## config.mk

```make
export PLATFORM = sky130hd
export DESIGN_NAME = ram_arbiter_flat
export DESIGN_NICKNAME = d
export VERILOG_FILES = /design/src/rtl/ram_arbiter_if.sv /design/src/rtl/ram_arbiter.sv /design/src/flat_wrapper.sv
export SDC_FILE = /design/constraint.sdc
export NUM_CORES = 1
export LEC_CHECK = 0
export ABC_AREA = 1
export CAP_MARGIN = 40
export CORE_MARGIN = 2
export CORE_UTILIZATION = 50
export DETAILED_ROUTE_END_ITERATION = 16
export PLACE_DENSITY = 0.71
export SLEW_MARGIN = 20
export SYNTH_ARGS = -nofsm -noshare
export SYNTH_HDL_FRONTEND = slang
export SYNTH_SLANG_ARGS = --single-unit
export TNS_END_PERCENT = 30
```

## constraint.sdc

```tcl
create_clock -name clk -period 8 [get_ports clk]
set_clock_uncertainty 0.1 [all_clocks]
set_input_delay 0.8 -clock clk [delete_from_list [all_inputs] [get_ports clk]]
set_output_delay 0.8 -clock clk [all_outputs]
set_load 0.03 [all_outputs]
```

## src/rtl/ram_arbiter_if.sv

```systemverilog
// Bus bundle for ram_arbiter: write buffer port, read port, fill command
// and the single-port RAM interface.
interface ram_arbiter_if #(
    parameter int AW = 12,
    parameter int DW = 4
);
    logic          wr_valid;
    logic [AW-1:0] wr_addr;
    logic [DW-1:0] wr_data;
    logic          wr_ready;
    logic          rd_req;
    logic [AW-1:0] rd_addr;
    logic          rd_ack;
    logic          rd_valid;
    logic [DW-1:0] rd_data;
    logic          clr_start;
    logic [DW-1:0] clr_val;
    logic          busy;
    logic          clr_done;
    logic [AW-1:0] ram_addr;
    logic [DW-1:0] ram_d;
    logic          ram_we;
    logic [DW-1:0] ram_q;

    modport slave (
        input  wr_valid, wr_addr, wr_data, rd_req, rd_addr, clr_start, clr_val, ram_q,
        output wr_ready, rd_ack, rd_valid, rd_data, busy, clr_done, ram_addr, ram_d, ram_we
    );

    modport master (
        output wr_valid, wr_addr, wr_data, rd_req, rd_addr, clr_start, clr_val, ram_q,
        input  wr_ready, rd_ack, rd_valid, rd_data, busy, clr_done, ram_addr, ram_d, ram_we
    );
endinterface

```

## src/rtl/ram_arbiter.sv

```systemverilog
// Single-port RAM arbiter: buffered writes, starvation-bounded read priority,
// and a drain-then-fill memory clear sweep.
module ram_arbiter #(
    parameter int AW     = 12,
    parameter int DW     = 4,
    parameter int WBUF   = 4,
    parameter int STARVE = 8,
    parameter int RD_LAT = 2
) (
    input  logic         clk,
    input  logic         reset_n,
    ram_arbiter_if.slave bus
);
    localparam int PW = $clog2(WBUF);
    localparam int SW = $clog2(STARVE + 1);

    typedef enum logic [1:0] {ARB = 2'd0, DRAIN = 2'd1, CLEAR = 2'd2} state_t;

    state_t        state_r, state_s;
    logic [AW-1:0] fifo_addr_r [WBUF];
    logic [DW-1:0] fifo_data_r [WBUF];
    logic [PW:0]   wptr_r, rptr_r, count_s;
    logic          empty_s, full_s, push_s;
    logic          rd_grant_s, wr_grant_s, clr_wr_s;
    logic [SW-1:0] starve_r;
    logic [AW-1:0] clr_addr_r;
    logic [DW-1:0] clr_val_r;
    logic          clr_done_r;
    logic [RD_LAT:0] rd_pipe_r;
    logic          ram_we_r;
    logic [AW-1:0] ram_addr_r;
    logic [DW-1:0] ram_d_r;

    assign count_s = wptr_r - rptr_r;
    assign empty_s = (count_s == {(PW+1){1'b0}});
    assign full_s  = (count_s == (PW+1)'(WBUF));
    assign push_s  = bus.wr_valid && bus.wr_ready;

    assign bus.wr_ready = (state_r == ARB) && !full_s;
    assign bus.rd_ack   = rd_grant_s;
    assign bus.busy     = (state_r != ARB);
    assign bus.clr_done = clr_done_r;
    assign bus.rd_valid = rd_pipe_r[RD_LAT];
    assign bus.rd_data  = rd_pipe_r[RD_LAT] ? bus.ram_q : {DW{1'b0}};
    assign bus.ram_addr = ram_addr_r;
    assign bus.ram_d    = ram_d_r;
    assign bus.ram_we   = ram_we_r;

    // State register
    always_ff @(posedge clk or negedge reset_n) begin
        if (!reset_n) begin
            state_r <= ARB;
        end else begin
            state_r <= state_s;
        end
    end

    // Next-state: DRAIN leaves once empty; CLEAR holds one extra cycle for clr_done
    always_comb begin
        state_s = state_r;
        case (state_r)
            ARB: begin
                if (bus.clr_start) state_s = DRAIN;
                else               state_s = ARB;
            end
            DRAIN: begin
                if (empty_s) state_s = CLEAR;
                else         state_s = DRAIN;
            end
            CLEAR: begin
                if (clr_done_r) state_s = ARB;
                else            state_s = CLEAR;
            end
            default: state_s = ARB;
        endcase
    end

    // Grant decode: at most one RAM operation per cycle
    always_comb begin
        rd_grant_s = 1'b0;
        wr_grant_s = 1'b0;
        clr_wr_s   = 1'b0;
        case (state_r)
            ARB: begin
                if (bus.rd_req && (starve_r < SW'(STARVE))) rd_grant_s = 1'b1;
                else if (!empty_s)                          wr_grant_s = 1'b1;
                else                                        wr_grant_s = 1'b0;
            end
            DRAIN: begin
                if (!empty_s) wr_grant_s = 1'b1;
                else          wr_grant_s = 1'b0;
            end
            CLEAR: begin
                if (!clr_done_r) clr_wr_s = 1'b1;
                else             clr_wr_s = 1'b0;
            end
            default: begin
                rd_grant_s = 1'b0;
                wr_grant_s = 1'b0;
                clr_wr_s   = 1'b0;
            end
        endcase
    end

    // Write-buffer pointers
    always_ff @(posedge clk or negedge reset_n) begin
        if (!reset_n) begin
            wptr_r <= {(PW+1){1'b0}};
            rptr_r <= {(PW+1){1'b0}};
        end else begin
            if (push_s)     wptr_r <= wptr_r + (PW+1)'(1);
            if (wr_grant_s) rptr_r <= rptr_r + (PW+1)'(1);
        end
    end

    // Write-buffer storage (contents are don't-care while empty)
    always_ff @(posedge clk) begin
        if (push_s) begin
            fifo_addr_r[wptr_r[PW-1:0]] <= bus.wr_addr;
            fifo_data_r[wptr_r[PW-1:0]] <= bus.wr_data;
        end
    end

    // Starvation counter: reads granted back-to-back while a write waits
    always_ff @(posedge clk or negedge reset_n) begin
        if (!reset_n) begin
            starve_r <= {SW{1'b0}};
        end else if (wr_grant_s || empty_s) begin
            starve_r <= {SW{1'b0}};
        end else if (rd_grant_s && (starve_r < SW'(STARVE))) begin
            starve_r <= starve_r + SW'(1);
        end else begin
            starve_r <= starve_r;
        end
    end

    // Clear sweep address, captured fill value and completion pulse
    always_ff @(posedge clk or negedge reset_n) begin
        if (!reset_n) begin
            clr_addr_r <= {AW{1'b0}};
            clr_val_r  <= {DW{1'b0}};
            clr_done_r <= 1'b0;
        end else begin
            if ((state_r == ARB) && bus.clr_start) clr_val_r <= bus.clr_val;
            if (state_r != CLEAR)  clr_addr_r <= {AW{1'b0}};
            else if (clr_wr_s)     clr_addr_r <= clr_addr_r + AW'(1);
            clr_done_r <= clr_wr_s && (clr_addr_r == {AW{1'b1}});
        end
    end

    // Registered RAM port; address/data hold when idle
    always_ff @(posedge clk or negedge reset_n) begin
        if (!reset_n) begin
            ram_we_r   <= 1'b0;
            ram_addr_r <= {AW{1'b0}};
            ram_d_r    <= {DW{1'b0}};
        end else if (clr_wr_s) begin
            ram_we_r   <= 1'b1;
            ram_addr_r <= clr_addr_r;
            ram_d_r    <= clr_val_r;
        end else if (wr_grant_s) begin
            ram_we_r   <= 1'b1;
            ram_addr_r <= fifo_addr_r[rptr_r[PW-1:0]];
            ram_d_r    <= fifo_data_r[rptr_r[PW-1:0]];
        end else if (rd_grant_s) begin
            ram_we_r   <= 1'b0;
            ram_addr_r <= bus.rd_addr;
        end else begin
            ram_we_r   <= 1'b0;
        end
    end

    // Read return pipeline: one port-register stage plus RAM latency
    always_ff @(posedge clk or negedge reset_n) begin
        if (!reset_n) begin
            rd_pipe_r <= {(RD_LAT+1){1'b0}};
        end else begin
            rd_pipe_r <= {rd_pipe_r[RD_LAT-1:0], rd_grant_s};
        end
    end
endmodule

```

## src/flat_wrapper.sv

```systemverilog
// flat-port wrapper written by rule: the top's interface ports become plain ports
module ram_arbiter_flat 
#(
    parameter int AW     = 12,
    parameter int DW     = 4,
    parameter int WBUF   = 4,
    parameter int STARVE = 8,
    parameter int RD_LAT = 2
)
  (clk, reset_n, bus_wr_valid, bus_wr_addr, bus_wr_data, bus_rd_req, bus_rd_addr, bus_clr_start, bus_clr_val, bus_ram_q, bus_wr_ready, bus_rd_ack, bus_rd_valid, bus_rd_data, bus_busy, bus_clr_done, bus_ram_addr, bus_ram_d, bus_ram_we);
  ram_arbiter_if #(.AW(AW), .DW(DW)) bus_i ();
  input  logic clk;
  input  logic reset_n;
  input wire logic [$bits(bus_i.wr_valid)-1:0] bus_wr_valid;
  input wire logic [$bits(bus_i.wr_addr)-1:0] bus_wr_addr;
  input wire logic [$bits(bus_i.wr_data)-1:0] bus_wr_data;
  input wire logic [$bits(bus_i.rd_req)-1:0] bus_rd_req;
  input wire logic [$bits(bus_i.rd_addr)-1:0] bus_rd_addr;
  input wire logic [$bits(bus_i.clr_start)-1:0] bus_clr_start;
  input wire logic [$bits(bus_i.clr_val)-1:0] bus_clr_val;
  input wire logic [$bits(bus_i.ram_q)-1:0] bus_ram_q;
  output wire logic [$bits(bus_i.wr_ready)-1:0] bus_wr_ready;
  output wire logic [$bits(bus_i.rd_ack)-1:0] bus_rd_ack;
  output wire logic [$bits(bus_i.rd_valid)-1:0] bus_rd_valid;
  output wire logic [$bits(bus_i.rd_data)-1:0] bus_rd_data;
  output wire logic [$bits(bus_i.busy)-1:0] bus_busy;
  output wire logic [$bits(bus_i.clr_done)-1:0] bus_clr_done;
  output wire logic [$bits(bus_i.ram_addr)-1:0] bus_ram_addr;
  output wire logic [$bits(bus_i.ram_d)-1:0] bus_ram_d;
  output wire logic [$bits(bus_i.ram_we)-1:0] bus_ram_we;
  assign bus_i.wr_valid = bus_wr_valid;
  assign bus_i.wr_addr = bus_wr_addr;
  assign bus_i.wr_data = bus_wr_data;
  assign bus_i.rd_req = bus_rd_req;
  assign bus_i.rd_addr = bus_rd_addr;
  assign bus_i.clr_start = bus_clr_start;
  assign bus_i.clr_val = bus_clr_val;
  assign bus_i.ram_q = bus_ram_q;
  assign bus_wr_ready = bus_i.wr_ready;
  assign bus_rd_ack = bus_i.rd_ack;
  assign bus_rd_valid = bus_i.rd_valid;
  assign bus_rd_data = bus_i.rd_data;
  assign bus_busy = bus_i.busy;
  assign bus_clr_done = bus_i.clr_done;
  assign bus_ram_addr = bus_i.ram_addr;
  assign bus_ram_d = bus_i.ram_d;
  assign bus_ram_we = bus_i.ram_we;
  ram_arbiter #(.AW(AW), .DW(DW), .WBUF(WBUF), .STARVE(STARVE), .RD_LAT(RD_LAT)) u_core (.clk(clk), .reset_n(reset_n), .bus(bus_i));
endmodule
```

==> results.py, run 1 <==
metrics = {
    "outcome": {
        "outcome": "finished clean",
    },
    "timing": {
        "tns_ns": 0,
        "tightest_slew_ns": 0.768,
        "slew_viol_final": 0,
        "hold_viol": 0,
        "fin_crit_sh": 0.506,
        "relSlewSlack": 0.488,
        "grt_setup_unrepaired": "false",
        "clock.fmax_ghz": 0.247,
        "finalCriticalPeriod_ns": 4.05,
        "timing.final.ws_setup_ns": 3.95,
        "setup_violations": 0,
    },
    "floorplanning": {
        "dieWidth_um": 105,
        "die_h_um": 105,
        "pin_count": 67,
        "start_util": 0.521,
        "rows": 36,
        "core_area_um2": 9860,
        "die_area_um2": 11100,
    },
    "clock_network": {
        "post_cts_buffers": 0,
        "cts_htree_levels": 4,
        "cts.sink_count": 113,
        "cts_buffers": 17,
        "ctsResizeCount": 0,
        "clock_path_buffers": 2,
        "path_clk_slew_ns": 0.06,
        "cts_hold_buf": 0,
        "root_buffer": "clkbuf_8",
        "cts_tree": "yes",
        "clk_latency_ns": 0.51,
    },
    "worst_setup_path": {
        "cp.arrival_ns": 3.15,
        "worstSetupEndpointType": "output port",
        "reg2reg_to": "u_core.bus.ram_addr[6]",
        "critPathKind": "flop to output port",
        "worst-endpoint-required_ns": 7.10,
        "worstPathMaxFanout": 18,
        "r2r-start": "u_core.rptr_r[1]",
        "reg2reg_depth": 11,
        "start_kind": "flop",
        "reg2reg_slack_ns": 4.56,
    },
    "detailed_routing": {
        "viasPerCell": 5.16,
        "antenna_left": 0,
        "post_drt_wl_per_cell_um": 15.1,
        "wl_mm": 11.2,
        "drt_iter0_drc": 234,
        "drc": 0,
        "vias": 3839,
        "dr.pass1.iters": 5,
    },
    "place": {
        "place_ws_ns": 4.50,
        "post-dp-hpwl_mm": 7.35,
        "numPortBuffers": 66,
        "routabilityCongestion": 0.869,
    },
    "pwr": {
        "clkPwrFrac": 0.292,
        "leakage_nw": 2.78,
        "cell_internal_pwr_mw": 1.61,
        "ir_worst_vdd_uv": 181,
        "p_per_area_nw_per_um2": 403,
        "switchingPower_mw": 1.01,
        "swShare": 0.385,
        "power_frac_seq": 0.324,
        "pwr-share-comb": 0.384,
    },
    "logic_synthesis": {
        "synth_cells": 525,
        "synth_top_cell_by_area": "edfxtp_1",
        "synth_top_cell_area_share": 0.374,
        "synth_seq_cells": 113,
        "synth_commonest_cells": "nand2_1, inv_1, edfxtp_1",
        "synth_fp_nets": 575,
        "syn_area_um2": 5130,
        "synthTopCellsByArea": "edfxtp_1, dfrtp_1, nand2_1",
        "syn_avg_cell_area_um2": 9.78,
        "ys_types": 35,
        "synth_warnings": 0,
        "async_reset_ff_frac": 0.434,
        "synth_edf_count": 64,
        "ys_seq_area_frac": 0.613,
        "synth_most_common_cell": "nand2_1",
        "synthFlopType": "edfxtp_1",
    },
    "worst_hold_path": {
        "holdCritPathClass": "input port to async pin",
    },
    "grt": {
        "antenna_found_initial": 0,
        "grt_max_degree": 54,
        "grt_first_pass_wirelength_mm": 18.1,
        "grt_pass1_vias": 3788,
        "gr-usage-all-layers": 0.212,
        "grt-ovfl-total": 0,
    },
    "final_layout": {
        "syn_to_final_growth_pct": 26.9,
        "drive_gt1_frac": 0.0949,
        "fin_nets": 648,
        "fillerInstances": 755,
        "regArea_um2": 3150,
        "antenna_cells": 0,
        "multi_input_area_um2": 1600,
    },
    "flow_run": {
        "cap_violations": 0,
    },
}
[worst max path at each step]
stage / cells after the start / slack, ns / to / startpoint
after floorplan: 13 / 4.97 / u_core.fifo_addr_r[3][0] / u_core.rptr_r[1]
after global placement: 10 / 4.56 / bus_wr_ready / u_core.rptr_r[1]
after detailed placement: 10 / 4.50 / bus_wr_ready / u_core.rptr_r[1]
after global routing: 10 / 3.80 / bus_wr_ready / u_core.rptr_r[1]
final: 10 / 3.95 / bus_wr_ready / u_core.rptr_r[1]
after CTS: 10 / 3.93 / bus_wr_ready / u_core.rptr_r[1]
[flip-flops by register name, summed over array words and instances, names as in the netlist, 3 cells and up]
name,count
u_core.bus.ram_addr,12
u_core.bus.ram_d,4
u_core.clr_addr_r,12
u_core.clr_val_r,4
u_core.fifo_addr_r,48
u_core.fifo_data_r,16
u_core.rd_pipe_r,3
u_core.rptr_r,3
u_core.starve_r,4
u_core.wptr_r,3
[final cells by class]
type	count	share of cell area
multi-input cells	318	0.245
clock inverters	14	0.0290
flip-flops and latches	113	0.483
repair buffers	71	0.108
inverters	77	0.0451
well taps	133	0.0255
clock buffers	18	0.0641
[power by group through the flow]
stage               sequential, mW  clock, mW  combinational (mW)
finish                       0.850      0.766                1.01
global route                 0.863      0.802                1.13
CTS                          0.849      0.774                1.01
detailed placement           0.858          0               0.997
global placement             0.853          0               0.967
floorplan                    0.911          0               0.653
[cells by family after synthesis]
| kind of cell | share of synthesized area |
|---|---|
| fa+ha+maj | 0.0219 |
| compound gates | 0.0841 |
| buf+inv | 0.0760 |
| mux | 0.00877 |
| flops | 0.613 |
| xor+xnor | 0.00512 |
| simple gates | 0.191 |
[layout by cell type, fill, tap and decap left out, drive strengths merged, types with 5 or more instances in the layout]
master and count:
nand3 44, buf 6, o211ai 20, clkinvlp 5, nand2 136, clkbuf 18, dfrtp 49, nor2 42
inv 76, edfxtp 64, ha 9, clkdlybuf4s50 65, clkinv 6, o21ai 26, a21oi 20
[worst max-delay path, stage by stage, from the launching register on]
cell and delay, ns:
dfrtp_1 0.76, inv_2 0.33, ha_1 0.41, nand2_1 0.08
nand2_1 0.04, nand2_1 0.09, nand2_1 0.06, nand2_1 0.05
nand2_1 0.06, inv_1 0.08, clkdlybuf4s50_1 0.66
[per-stage QoR]
step | util | instance area [um2] | hold slack (ns) | power, mW | std cells
after floorplan | - | 5130 | 0.231 | 1.56 | 525
after global placement | 0.597 | 5890 | 0.235 | 1.82 | 711
after detailed placement | 0.599 | 5910 | 0.236 | 1.85 | 712
after CTS | 0.661 | 6520 | 0.196 | 2.64 | 744
after global routing | 0.661 | 6520 | 0.216 | 2.80 | 744
final | 0.661 | 6520 | 0.183 | 2.63 | 744
[layer usage]
layer  vias up  global-route usage  share of wire
met5         -                   0              0
met4         0              0.0990          0.016
met3        17              0.0482          0.054
met2       126               0.356           0.51
met1      1813               0.259           0.42
li1       1883                   -              -
(Power assumes the default switching activity.)
==> run 2, diff against run 1 <==
--- a/config.mk
+++ b/config.mk
@@ -10,7 +10,7 @@
 export CORE_MARGIN = 2
 export CORE_UTILIZATION = 50
 export DETAILED_ROUTE_END_ITERATION = 16
-export PLACE_DENSITY = 0.71
+export PLACE_DENSITY = 0.74
 export SLEW_MARGIN = 20
 export SYNTH_ARGS = -nofsm -noshare
 export SYNTH_HDL_FRONTEND = slang
==> constraint.sdc (replaced) <==
create_clock -name clk -period 3.7 [get_ports clk]
set_clock_uncertainty 0.1 [all_clocks]
set_input_delay 0.37 -clock clk [delete_from_list [all_inputs] [get_ports clk]]
set_output_delay 0.37 -clock clk [all_outputs]
set_load 0.03 [all_outputs]
==> run 2 against run 1 <==
- non-clock buffer count increased by 4
- largest power group unchanged
- design area increased by 0.27%
- highest routed layer unchanged
- sequential cell count unchanged
- critical path depth increased by 1
- wire length decreased by 0.16%
- sequential power increased by 110%
- combinational power increased by 120%
- power increased by 120%
==> results.py, run 2 (synthesis gave the netlist of run 1 again) <==
metrics = {
    "outcome": {
        "outcome": "finished clean",
    },
    "place": {
        "post-dp-hpwl_mm": 7.66,
        "numPortBuffers": 66,
        "routabilityCongestion": 0.871,
        "place_ws_ns": 1.12,
    },
    "detailed_routing": {
        "drt_iter0_drc": 204,
        "wl_mm": 11.2,
        "drc": 0,
        "vias": 3860,
        "antenna_left": 0,
        "viasPerCell": 5.16,
        "post_drt_wl_per_cell_um": 15.0,
        "dr.pass1.iters": 4,
    },
    "clock_network": {
        "cts_buffers": 17,
        "root_buffer": "clkbuf_8",
        "cts_tree": "yes",
        "cts_htree_levels": 4,
        "clk_latency_ns": 0.52,
        "cts.sink_count": 113,
        "clock_path_buffers": 2,
        "post_cts_buffers": 0,
        "path_clk_slew_ns": 0.06,
    },
    "floorplanning": {
        "die_area_um2": 11100,
        "rows": 36,
        "pin_count": 67,
        "die_h_um": 105,
        "dieWidth_um": 105,
        "core_area_um2": 9860,
        "start_util": 0.521,
    },
    "final_layout": {
        "final_common_cell": "nand2_1",
        "drive_gt1_frac": 0.101,
        "largest_reg_flops": 48,
        "layout_common_cells": "nand2_1, inv_1, clkdlybuf4s50_1",
        "syn_to_final_growth_pct": 27.3,
        "antenna_cells": 0,
        "fin_nets": 652,
    },
    "timing": {
        "tightest_slew_ns": 0.779,
        "hold_viol": 0,
        "clock.fmax_ghz": 0.321,
        "tns_ns": 0,
        "setup_violations": 0,
        "slew_viol_final": 0,
        "relSlewSlack": 0.480,
        "fin_crit_sh": 0.841,
        "finalCriticalPeriod_ns": 3.11,
        "grt_setup_unrepaired": "false",
        "timing.final.ws_setup_ns": 0.588,
    },
    "worst_hold_path": {
        "holdCritPathClass": "flop to flop",
    },
    "grt": {
        "grt_max_degree": 54,
        "grt-ovfl-total": 0,
        "grt_pass1_vias": 3965,
        "grt_first_pass_wirelength_mm": 18.8,
        "gr-usage-all-layers": 0.220,
        "antenna_found_initial": 0,
    },
    "pwr": {
        "swShare": 0.387,
        "leakage_nw": 2.81,
        "pwr-share-comb": 0.397,
        "cell_internal_pwr_mw": 3.47,
        "clkPwrFrac": 0.284,
        "ir_worst_vdd_uv": 527,
        "power_frac_seq": 0.319,
        "switchingPower_mw": 2.19,
        "p_per_area_nw_per_um2": 866,
    },
    "flow_run": {
        "cap_violations": 0,
    },
    "worst_setup_path": {
        "reg2reg_slack_ns": 1.17,
        "start_kind": "flop",
        "worstPathMaxFanout": 18,
        "worst-endpoint-required_ns": 3.23,
        "critPathKind": "flop to output port",
        "worstSetupEndpointType": "output port",
        "cp.arrival_ns": 2.64,
    },
}
-- run 2: cell count changes in the layout (fill, tap and decap cells not counted) --
cell | previous run | this run
buf_4 | 4 | 7
bufinv_16 | 4 | 3
clkbuf_8 | 1 | 2
clkinv_1 | 2 | 1
clkinv_2 | 2 | 4
clkinv_4 | 2 | 3
clkinvlp_4 | 5 | 2
dlygate4sd3_1 | 0 | 1
inv_6 | 1 | 2
-- run 2: repair_timing --
item	4_1_cts	5_1_grt
hold buffers	1	0
endpoints found under the hold margin	22	0
resized for setup	0	0
-- run 2: worst paths after layout --
kind	start	to	cells past startpoint
max	u_core.rptr_r[1]	bus_wr_ready	11
min	u_core.rd_pipe_r[0]	u_core.rd_pipe_r[1]	0
max reg2reg	u_core.rptr_r[1]	u_core.bus.ram_addr[1]	12
min reg2reg	u_core.rd_pipe_r[0]	u_core.rd_pipe_r[1]	0
max in group asynchronous	reset_n	u_core.clr_val_r[0]	3
min in group asynchronous	reset_n	u_core.bus.ram_addr[6]	2
-- run 2: routing by layer --
| metal | wire, um | GRT usage | up-vias |
|---|---|---|---|
| met4 | 330 | 0.129 | 0 |
| met2 | 5570 | 0.351 | 109 |
| met5 | 0 | 0 | - |
| met1 | 4760 | 0.271 | 1817 |
| met3 | 556 | 0.0581 | 31 |
| li1 | - | - | 1903 |
-- run 2: worst max-delay path: stages, from the launching register on --
cell,delay (ns)
dfrtp_1,0.33
buf_4,0.24
inv_2,0.06
ha_1,0.32
nand2_1,0.07
nand2_1,0.05
nand2_1,0.11
nand2_1,0.06
nand2_1,0.06
nand2_1,0.07
inv_1,0.08
clkdlybuf4s50_1,0.67
-- run 2: area by class of cell --
cell class | instances | area, um2
repair buffers | 75 | 738
well taps | 133 | 166
fillers | 755 | 3330
clock buffers | 19 | 432
inverters | 77 | 294
flip-flops and latches | 113 | 3150
multi-input cells | 318 | 1600
clock inverters | 13 | 160
-- run 2: through the flow --
stage               instances  total power [mW]  cell area (um2)  utilization  hold slack [ns]
finish                    748              5.66             6540        0.662            0.249
global route              748              6.06             6540        0.662            0.278
CTS                       748              5.71             6540        0.662            0.253
detailed placement        715              4.08             5930        0.601            0.240
global placement          714              4.00             5910        0.599            0.235
floorplan                 525              3.38             5130            -          -0.0256
-- run 2: power by group through the flow --
stage | clock [mW] | sequential (mW) | combinational (mW)
final | 1.61 | 1.80 | 2.25
after floorplan | 0 | 1.97 | 1.41
after detailed placement | 0 | 1.83 | 2.25
after global routing | 1.69 | 1.84 | 2.53
after CTS | 1.64 | 1.81 | 2.26
after global placement | 0 | 1.81 | 2.19
